[src/rtl/matrix_addr_seq_if.sv]
// Handshake and status bundle between the matrix control registers and the address sequencer.
interface matrix_addr_seq_if #(
    parameter int ADDR_MSB = 11,
    parameter int DIM_MSB  = 5,
    parameter int BANKS    = 2
);
    localparam int BANK_W = $clog2(BANKS);

    logic                we;
    logic                re;
    logic                transpose;
    logic [DIM_MSB:0]    max_row_count;
    logic [DIM_MSB:0]    max_col_count;
    logic [ADDR_MSB:0]   wr_a;
    logic [BANK_W-1:0]   wr_bank;
    logic [ADDR_MSB:0]   rd_a;
    logic [BANK_W-1:0]   rd_bank;
    logic                full;
    logic                empty;
    logic                wr_done;
    logic                rd_done;
    logic                err;

    modport master (
        output we, re, transpose, max_row_count, max_col_count,
        input  wr_a, wr_bank, rd_a, rd_bank, full, empty, wr_done, rd_done, err
    );

    modport slave (
        input  we, re, transpose, max_row_count, max_col_count,
        output wr_a, wr_bank, rd_a, rd_bank, full, empty, wr_done, rd_done, err
    );
endinterface

[src/rtl/matrix_addr_seq.sv]
// Multi-bank matrix address sequencer: independent write/read address walks over BANKS
// ping-pong buffers, with row-major or column-major reads and occupancy tracking.
module matrix_addr_seq #(
    parameter int ADDR_MSB = 11,
    parameter int DIM_MSB  = 5,
    parameter int BANKS    = 2
) (
    input  logic              CLK,
    input  logic              RST,
    matrix_addr_seq_if.slave  bus
);
    localparam int BANK_W = $clog2(BANKS);
    localparam int FILL_W = $clog2(BANKS + 1);

    typedef logic [ADDR_MSB:0] addr_t;
    typedef logic [DIM_MSB:0]  dim_t;
    typedef logic [BANK_W-1:0] bank_t;
    typedef logic [FILL_W-1:0] fill_t;

    // One pass walker; base is the address at the top of the current column (transposed walk).
    typedef struct packed {
        dim_t  row;
        dim_t  col;
        dim_t  max_row;
        dim_t  max_col;
        logic  tr;
        addr_t addr;
        addr_t base;
        bank_t bank;
    } cnt_t;

    // The first beat of a pass sees live configuration; later beats use the shadows.
    function automatic logic is_first(input cnt_t s);
        return (s.row == '0) && (s.col == '0);
    endfunction

    function automatic logic is_last(input cnt_t s, input dim_t live_row, input dim_t live_col);
        dim_t mr;
        dim_t mc;
        mr = is_first(s) ? live_row : s.max_row;
        mc = is_first(s) ? live_col : s.max_col;
        return (s.row == mr) && (s.col == mc);
    endfunction

    function automatic cnt_t advance(input cnt_t s, input dim_t live_row, input dim_t live_col,
                                     input logic live_tr);
        cnt_t n;
        dim_t mr;
        dim_t mc;
        logic tr;
        n  = s;
        mr = is_first(s) ? live_row : s.max_row;
        mc = is_first(s) ? live_col : s.max_col;
        tr = is_first(s) ? live_tr  : s.tr;
        n.max_row = mr;
        n.max_col = mc;
        n.tr      = tr;
        if ((s.row == mr) && (s.col == mc)) begin
            n.row  = '0;
            n.col  = '0;
            n.addr = '0;
            n.base = '0;
            n.bank = (s.bank == bank_t'(BANKS - 1)) ? '0 : s.bank + 1'b1;
        end else if (!tr) begin
            if (s.col == mc) begin
                n.col = '0;
                n.row = s.row + 1'b1;
            end else begin
                n.col = s.col + 1'b1;
            end
            n.addr = s.addr + 1'b1;
        end else begin
            if (s.row == mr) begin
                n.row  = '0;
                n.col  = s.col + 1'b1;
                n.base = s.base + 1'b1;
                n.addr = s.base + 1'b1;
            end else begin
                n.row  = s.row + 1'b1;
                n.addr = s.addr + addr_t'(mc) + 1'b1;
            end
        end
        return n;
    endfunction

    cnt_t  wr_q, wr_d;
    cnt_t  rd_q, rd_d;
    fill_t fill_q, fill_d;
    logic  full_q, empty_q;
    logic  wr_done_q, rd_done_q, err_q;
    logic  wr_ok, rd_ok, wr_end, rd_end;

    // Refusal is decided from registered status only, never from a pass ending this cycle.
    assign wr_ok  = bus.we && !full_q;
    assign rd_ok  = bus.re && !empty_q;
    assign wr_end = wr_ok && is_last(wr_q, bus.max_row_count, bus.max_col_count);
    assign rd_end = rd_ok && is_last(rd_q, bus.max_row_count, bus.max_col_count);

    // NOTE: every always_comb output gets a default first, so no latch can be inferred.
    always_comb begin
        wr_d   = advance(wr_q, bus.max_row_count, bus.max_col_count, 1'b0);
        rd_d   = advance(rd_q, bus.max_row_count, bus.max_col_count, bus.transpose);
        fill_d = fill_q;
        case ({wr_end, rd_end})
            2'b10:   fill_d = fill_q + 1'b1;
            2'b01:   fill_d = fill_q - 1'b1;
            default: fill_d = fill_q;
        endcase
    end

    // NOTE: state uses non-blocking assignments so every register samples pre-edge values.
    always_ff @(posedge CLK) begin
        if (RST) begin
            wr_q      <= '0;
            rd_q      <= '0;
            fill_q    <= '0;
            full_q    <= 1'b0;
            empty_q   <= 1'b1;
            wr_done_q <= 1'b0;
            rd_done_q <= 1'b0;
            err_q     <= 1'b0;
        end else begin
            if (wr_ok) wr_q <= wr_d;
            if (rd_ok) rd_q <= rd_d;
            fill_q    <= fill_d;
            full_q    <= (fill_d == fill_t'(BANKS));
            empty_q   <= (fill_d == '0);
            wr_done_q <= wr_end;
            rd_done_q <= rd_end;
            err_q     <= err_q | (bus.we && full_q) | (bus.re && empty_q);
        end
    end

    assign bus.wr_a    = wr_q.addr;
    assign bus.wr_bank = wr_q.bank;
    assign bus.rd_a    = rd_q.addr;
    assign bus.rd_bank = rd_q.bank;
    assign bus.full    = full_q;
    assign bus.empty   = empty_q;
    assign bus.wr_done = wr_done_q;
    assign bus.rd_done = rd_done_q;
    assign bus.err     = err_q;
endmodule

[src/flat_wrapper.sv]
// flat-port wrapper written by rule: the top's interface ports become plain ports
module matrix_addr_seq_flat 
#(
    parameter int ADDR_MSB = 11,
    parameter int DIM_MSB  = 5,
    parameter int BANKS    = 2
)
  (CLK, RST, bus_we, bus_re, bus_transpose, bus_max_row_count, bus_max_col_count, bus_wr_a, bus_wr_bank, bus_rd_a, bus_rd_bank, bus_full, bus_empty, bus_wr_done, bus_rd_done, bus_err);
  matrix_addr_seq_if #(.ADDR_MSB(ADDR_MSB), .DIM_MSB(DIM_MSB), .BANKS(BANKS)) bus_i ();
  input  logic CLK;
  input  logic RST;
  input wire logic [$bits(bus_i.we)-1:0] bus_we;
  input wire logic [$bits(bus_i.re)-1:0] bus_re;
  input wire logic [$bits(bus_i.transpose)-1:0] bus_transpose;
  input wire logic [$bits(bus_i.max_row_count)-1:0] bus_max_row_count;
  input wire logic [$bits(bus_i.max_col_count)-1:0] bus_max_col_count;
  output wire logic [$bits(bus_i.wr_a)-1:0] bus_wr_a;
  output wire logic [$bits(bus_i.wr_bank)-1:0] bus_wr_bank;
  output wire logic [$bits(bus_i.rd_a)-1:0] bus_rd_a;
  output wire logic [$bits(bus_i.rd_bank)-1:0] bus_rd_bank;
  output wire logic [$bits(bus_i.full)-1:0] bus_full;
  output wire logic [$bits(bus_i.empty)-1:0] bus_empty;
  output wire logic [$bits(bus_i.wr_done)-1:0] bus_wr_done;
  output wire logic [$bits(bus_i.rd_done)-1:0] bus_rd_done;
  output wire logic [$bits(bus_i.err)-1:0] bus_err;
  assign bus_i.we = bus_we;
  assign bus_i.re = bus_re;
  assign bus_i.transpose = bus_transpose;
  assign bus_i.max_row_count = bus_max_row_count;
  assign bus_i.max_col_count = bus_max_col_count;
  assign bus_wr_a = bus_i.wr_a;
  assign bus_wr_bank = bus_i.wr_bank;
  assign bus_rd_a = bus_i.rd_a;
  assign bus_rd_bank = bus_i.rd_bank;
  assign bus_full = bus_i.full;
  assign bus_empty = bus_i.empty;
  assign bus_wr_done = bus_i.wr_done;
  assign bus_rd_done = bus_i.rd_done;
  assign bus_err = bus_i.err;
  matrix_addr_seq #(.ADDR_MSB(ADDR_MSB), .DIM_MSB(DIM_MSB), .BANKS(BANKS)) u_core (.CLK(CLK), .RST(RST), .bus(bus_i));
endmodule
[config.mk]
export PLATFORM = sky130hd
export DESIGN_NAME = matrix_addr_seq_flat
export DESIGN_NICKNAME = d
export VERILOG_FILES = /design/src/rtl/matrix_addr_seq_if.sv /design/src/rtl/matrix_addr_seq.sv /design/src/flat_wrapper.sv
export SDC_FILE = /design/constraint.sdc
export NUM_CORES = 1
export LEC_CHECK = 0
export CAP_MARGIN = 20
export CORE_ASPECT_RATIO = 0.6
export CORE_MARGIN = 8
export CORE_UTILIZATION = 50
export CTS_CLUSTER_DIAMETER = 80
export DETAILED_ROUTE_END_ITERATION = 10
export PLACE_DENSITY = 0.69
export SYNTH_ARGS = -nofsm -noshare
export SYNTH_HDL_FRONTEND = slang
export SYNTH_SLANG_ARGS = --single-unit
[constraint.sdc]
create_clock -name CLK -period 9.63 [get_ports CLK]
set_input_delay 0.963 -clock CLK [delete_from_list [all_inputs] [get_ports CLK]]
set_output_delay 0.963 -clock CLK [all_outputs]
set_load 0.02 [all_outputs]
[Word level (Yosys, flattened, before mapping)]
Index checks and enable logic that the tools add are counted.
Storage, ports and cells
  register bits after elaboration: 107
  input port bits: 17
  logic and storage cells: 111
Operators by class
  $add $sub $neg: 16
  equality and inequality tests: 9
  mux-type cells: 31
  bitwise gates (word level): 2
  reductions and logical operators: 31
Operators by type and width (number)
  $mux W12: 12
  $add A12 B1 Y12 const B: 6
  $mux W6: 12
  $mux W24: 2
  $add A12 B6 Y12: 2
  $add A6 B1 Y6 const B: 4
  $eq A6 B6 Y1: 4
  $logic_not A6 Y1: 4
  $reduce_and A2 Y1: 6
  $logic_and A1 B1 Y1: 10
  $reduce_bool A2 Y1: 4
  $ne A3 B3 Y1 const B: 2
  $reduce_and A3 Y1: 2
  $reduce_bool A3 Y1: 2
  $eq A2 B2 Y1 const B: 2
  $mux W1: 4
  $pmux W2 S2: 1
  $add A1 B1 Y1 const B: 2
  $add A2 B1 Y2 const B: 1
  $eq A2 B1 Y1 const B: 1
  $logic_not A1 Y1: 2
  $logic_not A2 Y1: 1
  $or A1 B1 Y1: 2
  $sub A2 B1 Y2 const B: 1

[Longest topological paths before layout]
  word-level depth: 9
  depth in mapped cells: 15
  mapped depth without buffers: 14

[Worst setup path before layout]
No wires, ideal clock.
  kind: in2reg
  start point: in bus_max_col_count[3]
  end point: reg u_core.full_q (netlist: u_core.bus.full)
  setup time: 0.059 ns
  arrival: 3.417 ns
  data required time: 9.571 ns
  path slack: 6.154 ns
  stages on the path: 10
  cell sequence: a222oi_1 > or4b_1 > a221oi_4 > nand2_1 > buf_2 > nor2_1 > ha_1 > or3_1 > a21oi_1 > and2_1
On the way
  longest elaborated chain between the ends: 7
Ends and longest elaborated chain
  start, declared: line flat_wrapper.sv:16  | input wire logic [$bits(bus_i.max_col_count)-1:0] bus_max_col_count;
  $mux W6 *: line matrix_addr_seq.sv:41  | mc = is_first(s) ? live_col : s.max_col;
  $eq A6 B6 Y1 *: line matrix_addr_seq.sv:42  | return (s.row == mr) && (s.col == mc);
  $logic_and A1 B1 Y1 *: line matrix_addr_seq.sv:42
  $logic_and A1 B1 Y1 *: line matrix_addr_seq.sv:97  | assign rd_end = rd_ok && is_last(rd_q, bus.max_row_count, bus.max_col_count);
  net u_core.rd_end: line matrix_addr_seq.sv:91  | logic wr_ok, rd_ok, wr_end, rd_end;
  $eq A2 B1 Y1 or $eq A2 B2 Y1 (tied branches): line matrix_addr_seq.sv:104  | case ({wr_end, rd_end})
  $pmux W2 S2 *: line matrix_addr_seq.sv:104
  $eq A2 B2 Y1 *: line matrix_addr_seq.sv:126  | full_q <= (fill_d == fill_t'(BANKS));
  end signal, assigned: line matrix_addr_seq.sv:126
  end, declared: line matrix_addr_seq.sv:89  | logic full_q, empty_q;
Mark *: on every way through the listed nets, which the timed path passes. The rest lies on a longest branch.
A chain may end at the register's enable or synchronous reset.

[Worst setup path in the final report]
  start point: in bus_max_row_count[0]
  end point: reg u_core.full_q (netlist: u_core.bus.full)
On the way
  longest elaborated chain between the ends: 7
Ends and longest elaborated chain
  start, declared: line flat_wrapper.sv:15  | input wire logic [$bits(bus_i.max_row_count)-1:0] bus_max_row_count;
  $mux W6 *: line matrix_addr_seq.sv:40  | mr = is_first(s) ? live_row : s.max_row;
  $eq A6 B6 Y1 *: line matrix_addr_seq.sv:42
  $logic_and A1 B1 Y1 *: line matrix_addr_seq.sv:42
  $logic_and A1 B1 Y1 *: line matrix_addr_seq.sv:97
  net u_core.rd_end: line matrix_addr_seq.sv:91
  $eq A2 B1 Y1 or $eq A2 B2 Y1 (tied branches): line matrix_addr_seq.sv:104
  $pmux W2 S2 *: line matrix_addr_seq.sv:104
  $eq A2 B2 Y1 *: line matrix_addr_seq.sv:126
Marks and branches as above.

==> out/summary.txt <==
Run status = finished, final reports clean
Layout Nets = 1,065
DRT antenna net count = 0
Post_cts resized = 0
Crit start category = input port
Sum of negative setup slack = 0 ps
Vias per cell = 6.52
Worst-margin pin slew = 1120 ps
Clock root cell = clkbuf_16
Max Fclk = 239 MHz
Syn nets = 1,081
Worst min-delay path startpoint = u_core.rd_q[33]$_SDFFE_PP0P_
Clk slew on worst S/H paths = 80 ps
Post-CTS Hold Buffers = 0
Ports = 48
Fin crit period = 4190 ps
Final period utilization = 0.435
Hpwl dp = 17,500 µm
Final worst slack = 5440 ps
Hold Violations, Final = 0
Yosys reg bits = 107
Syn Inst Count = 1,039
Layout cells sized above 1 = 0.0516
Critical path type = in -> reg
FILL cells = 1,456
Die W = 176 µm
Max FO, Critical Path = 18
Global-route usage over all layers = 0.239
Post CTS Setup Buffer Count = 0
Initial antenna violation count = 0
DRC Markers = 0
Max clock buf depth = 2
Yosys cell types = 77
Port Buffers = 47
RR Endpoint = u_core.bus.full$_SDFF_PP0_
Die Y = 112 µm
GRT overflow = 0
Hold Path Depth = 2
RSZ-0062 raised after global routing = no
Pwr dens = 128 mW/mm²
# H-tree levels = 3
Seq/Total Area, Yosys = 0.278
Via count = 8,032
Reg2reg setup slack = 5460 ps
Max Cap Viol = 0
Wire per inst = 19.7 µm
Hold Path End = u_core.rd_q[33]$_SDFFE_PP0P_
LEAKAGE = 2.91 nW
Ys async rst share = 0
Largest net degree at the start of global routing = 74
Peak supply drop = 0.0805 mV
Final Max Tran Viols = 0
Routability Congestion = 0.905
Initial drt markers = 1,108
Synth Area per Inst = 7.41 µm²
Vias in the first global route = 6,906
Setup violations, final = 0
Worst r2r path cells = 13
Post-synth EDFFs = 0
Synth warnings = 0
Synth Flop Type = dfxtp_1
Rel. slew slack = 0.247
CP endpoint kind = register
Drt pass-1 iters = 6
First-pass GRT wire length = 38,400 µm
Core area = 0.0152 mm²
Clock sinks = 107
WP data arrival = 4510 ps
R2R Path Start = u_core.rd_q[44]$_SDFFE_PP0P_
CTS tree = built
Synthesized area = 0.00769 mm²
Diodes inserted = 0
Clock Latency Late Sink = 370 ps
DP Worst Slack = 5160 ps
Worst min path class = reg -> reg
Die ar. = 0.0197 mm²
DRT Wirelength = 24,200 µm
Clock skew = 12.9 ps
Synthesis-to-layout area growth = 9.37%
Row cnt = 35
Worst path required time = 9940 ps
Initial core utilization = 0.506
CTS buffer count = 9
## flip-flops by register name, summed over array words and instances, names as in the netlist
signal              cells
u_core.bus.empty        1
u_core.bus.rd_done      1
u_core.rd_q            37
u_core.fill_q           2
u_core.bus.rd_bank      1
u_core.bus.full         1
u_core.bus.wr_a        12
u_core.bus.wr_bank      1
u_core.bus.rd_a        12
u_core.bus.err          1
u_core.bus.wr_done      1
u_core.wr_q            37
## layout by cell type, fill, tap and decap left out, drive strengths merged, types with 8 or more instances in the layout
| cell type | Yosys | routed |
|---|---|---|
| o311ai | 8 | 8 |
| buf | 40 | 15 |
| clkbuf | 48 | 9 |
| nor3 | 28 | 28 |
| nor2 | 69 | 69 |
| or3 | 19 | 19 |
| a21oi | 106 | 106 |
| ha | 23 | 23 |
| o2111ai | 8 | 8 |
| o21ai | 84 | 84 |
| nand2b | 8 | 8 |
| nand4 | 23 | 23 |
| and3 | 14 | 14 |
| a31oi | 18 | 18 |
| inv | 44 | 47 |
| nor4 | 11 | 11 |
| clkdlybuf4s50 | 0 | 46 |
| xor2 | 16 | 16 |
| nand2 | 113 | 113 |
| o31ai | 10 | 10 |
| or4 | 8 | 8 |
| dfxtp | 107 | 107 |
| xnor2 | 28 | 28 |
| o211ai | 9 | 9 |
| nand3 | 57 | 57 |
| nand4b | 10 | 10 |
## worst max-delay path by stage
stage	start	endpoint	slack (ps)	cells after the start
2_1_floorplan	bus_max_col_count[3]	u_core.bus.full$_SDFF_PP0_	6150	10
4_1_cts	bus_max_row_count[1]	u_core.bus.full$_SDFF_PP0_	5550	11
3_3_place_gp	bus_max_row_count[1]	u_core.bus.full$_SDFF_PP0_	5270	11
5_1_grt	bus_max_row_count[0]	u_core.bus.full$_SDFF_PP0_	5170	11
6_report	bus_max_row_count[0]	u_core.bus.full$_SDFF_PP0_	5440	11
3_5_place_dp	bus_max_row_count[1]	u_core.bus.full$_SDFF_PP0_	5160	11
## through the flow
| step | hold slack (ps) | utilization | area, µm² | cells | power [mW] |
|---|---|---|---|---|---|
| floorplan | 436 | - | 7690 | 1039 | 0.596 |
| global placement | 445 | 0.532 | 8080 | 1215 | 0.657 |
| detailed placement | 461 | 0.532 | 8080 | 1215 | 0.657 |
| CTS | 471 | 0.554 | 8420 | 1231 | 1.08 |
| global route | 494 | 0.554 | 8420 | 1231 | 1.12 |
| finish | 470 | 0.554 | 8420 | 1231 | 1.07 |
## cells in the mapped netlist, types with 6 or more instances
| library cell | n | area share |
|---|---|---|
| nand2_1 | 113 | 0.055 |
| dfxtp_1 | 107 | 0.28 |
| a21oi_1 | 103 | 0.067 |
| o21ai_0 | 82 | 0.053 |
| nor2_1 | 69 | 0.034 |
| nand3_1 | 56 | 0.036 |
| clkbuf_1 | 48 | 0.023 |
| inv_1 | 44 | 0.021 |
| xnor2_1 | 28 | 0.032 |
| nor3_1 | 26 | 0.017 |
| buf_4 | 24 | 0.023 |
| ha_1 | 23 | 0.037 |
| nand4_1 | 23 | 0.019 |
| or3_1 | 19 | 0.015 |
| a31oi_1 | 18 | 0.015 |
| xor2_1 | 16 | 0.018 |
| and3_1 | 14 | 0.011 |
| buf_2 | 14 | 0.0091 |
| nand4b_1 | 10 | 0.011 |
| nor4_1 | 9 | 0.0073 |
| o211ai_1 | 9 | 0.0088 |
| o31ai_1 | 9 | 0.0088 |
| nand2b_1 | 8 | 0.0065 |
| o2111ai_1 | 8 | 0.0091 |
| o311ai_0 | 8 | 0.0091 |
| or4_1 | 8 | 0.0078 |
| a22oi_1 | 7 | 0.0068 |
| nand3b_1 | 7 | 0.0068 |
| nor3b_1 | 7 | 0.0068 |
| o22ai_1 | 7 | 0.0057 |
| a21o_1 | 6 | 0.0059 |
| and2_1 | 6 | 0.0049 |
| o31a_1 | 6 | 0.0068 |
## layout make-up
cell class | instances | area [µm²] | share of cell area
Clock buffer | 9 | 225 | 0.0268
Clock inverter | 7 | 106 | 0.0126
Inverter | 44 | 165 | 0.0196
Multi-Input combinational cell | 800 | 4950 | 0.588
Timing Repair Buffer | 61 | 571 | 0.0678
Tap cell | 203 | 254 | 0.0302
Sequential cell | 107 | 2140 | 0.255
## cell families after synthesis
group	count (synthesis)	share of synthesized area
AND/OR/NAND/NOR	399	0.269
AO/OA/AOI/OAI	327	0.275
buffers and inverters	132	0.0784
flip-flops	107	0.278
XOR/XNOR	44	0.0501
adder cells (fa/ha/maj)	25	0.0426
multiplexers	5	0.00667
## where the power goes
group          total [mW]  internal (mW)  leakage, nW  switching, mW
combinational       0.195         0.0650         1.88          0.130
clock               0.420          0.233        0.163          0.187
sequential          0.459          0.449        0.864        0.00924
total                1.07          0.747         2.91          0.326
## metal layers
layer / vias to the layer above / track usage / share of wire
met2: 475 / 0.279 / 0.35
met1: 3736 / 0.394 / 0.50
met3: 23 / 0.0758 / 0.14
met4: 0 / 0.0456 / 0.010
li1: 3798 / - / -
met5: - / 0 / 0
## worst max-delay path: stages
cell and delay, ps:
clkdlybuf4s50_1 620, xnor2_1 150, nand3_1 80, nor4_1 350, o211a_1 710, nand2_1 430
nor2_1 200, ha_1 280, or3_1 370, a21oi_1 200, and2_1 150
Note: power is estimated with default switching activity, not from simulation.
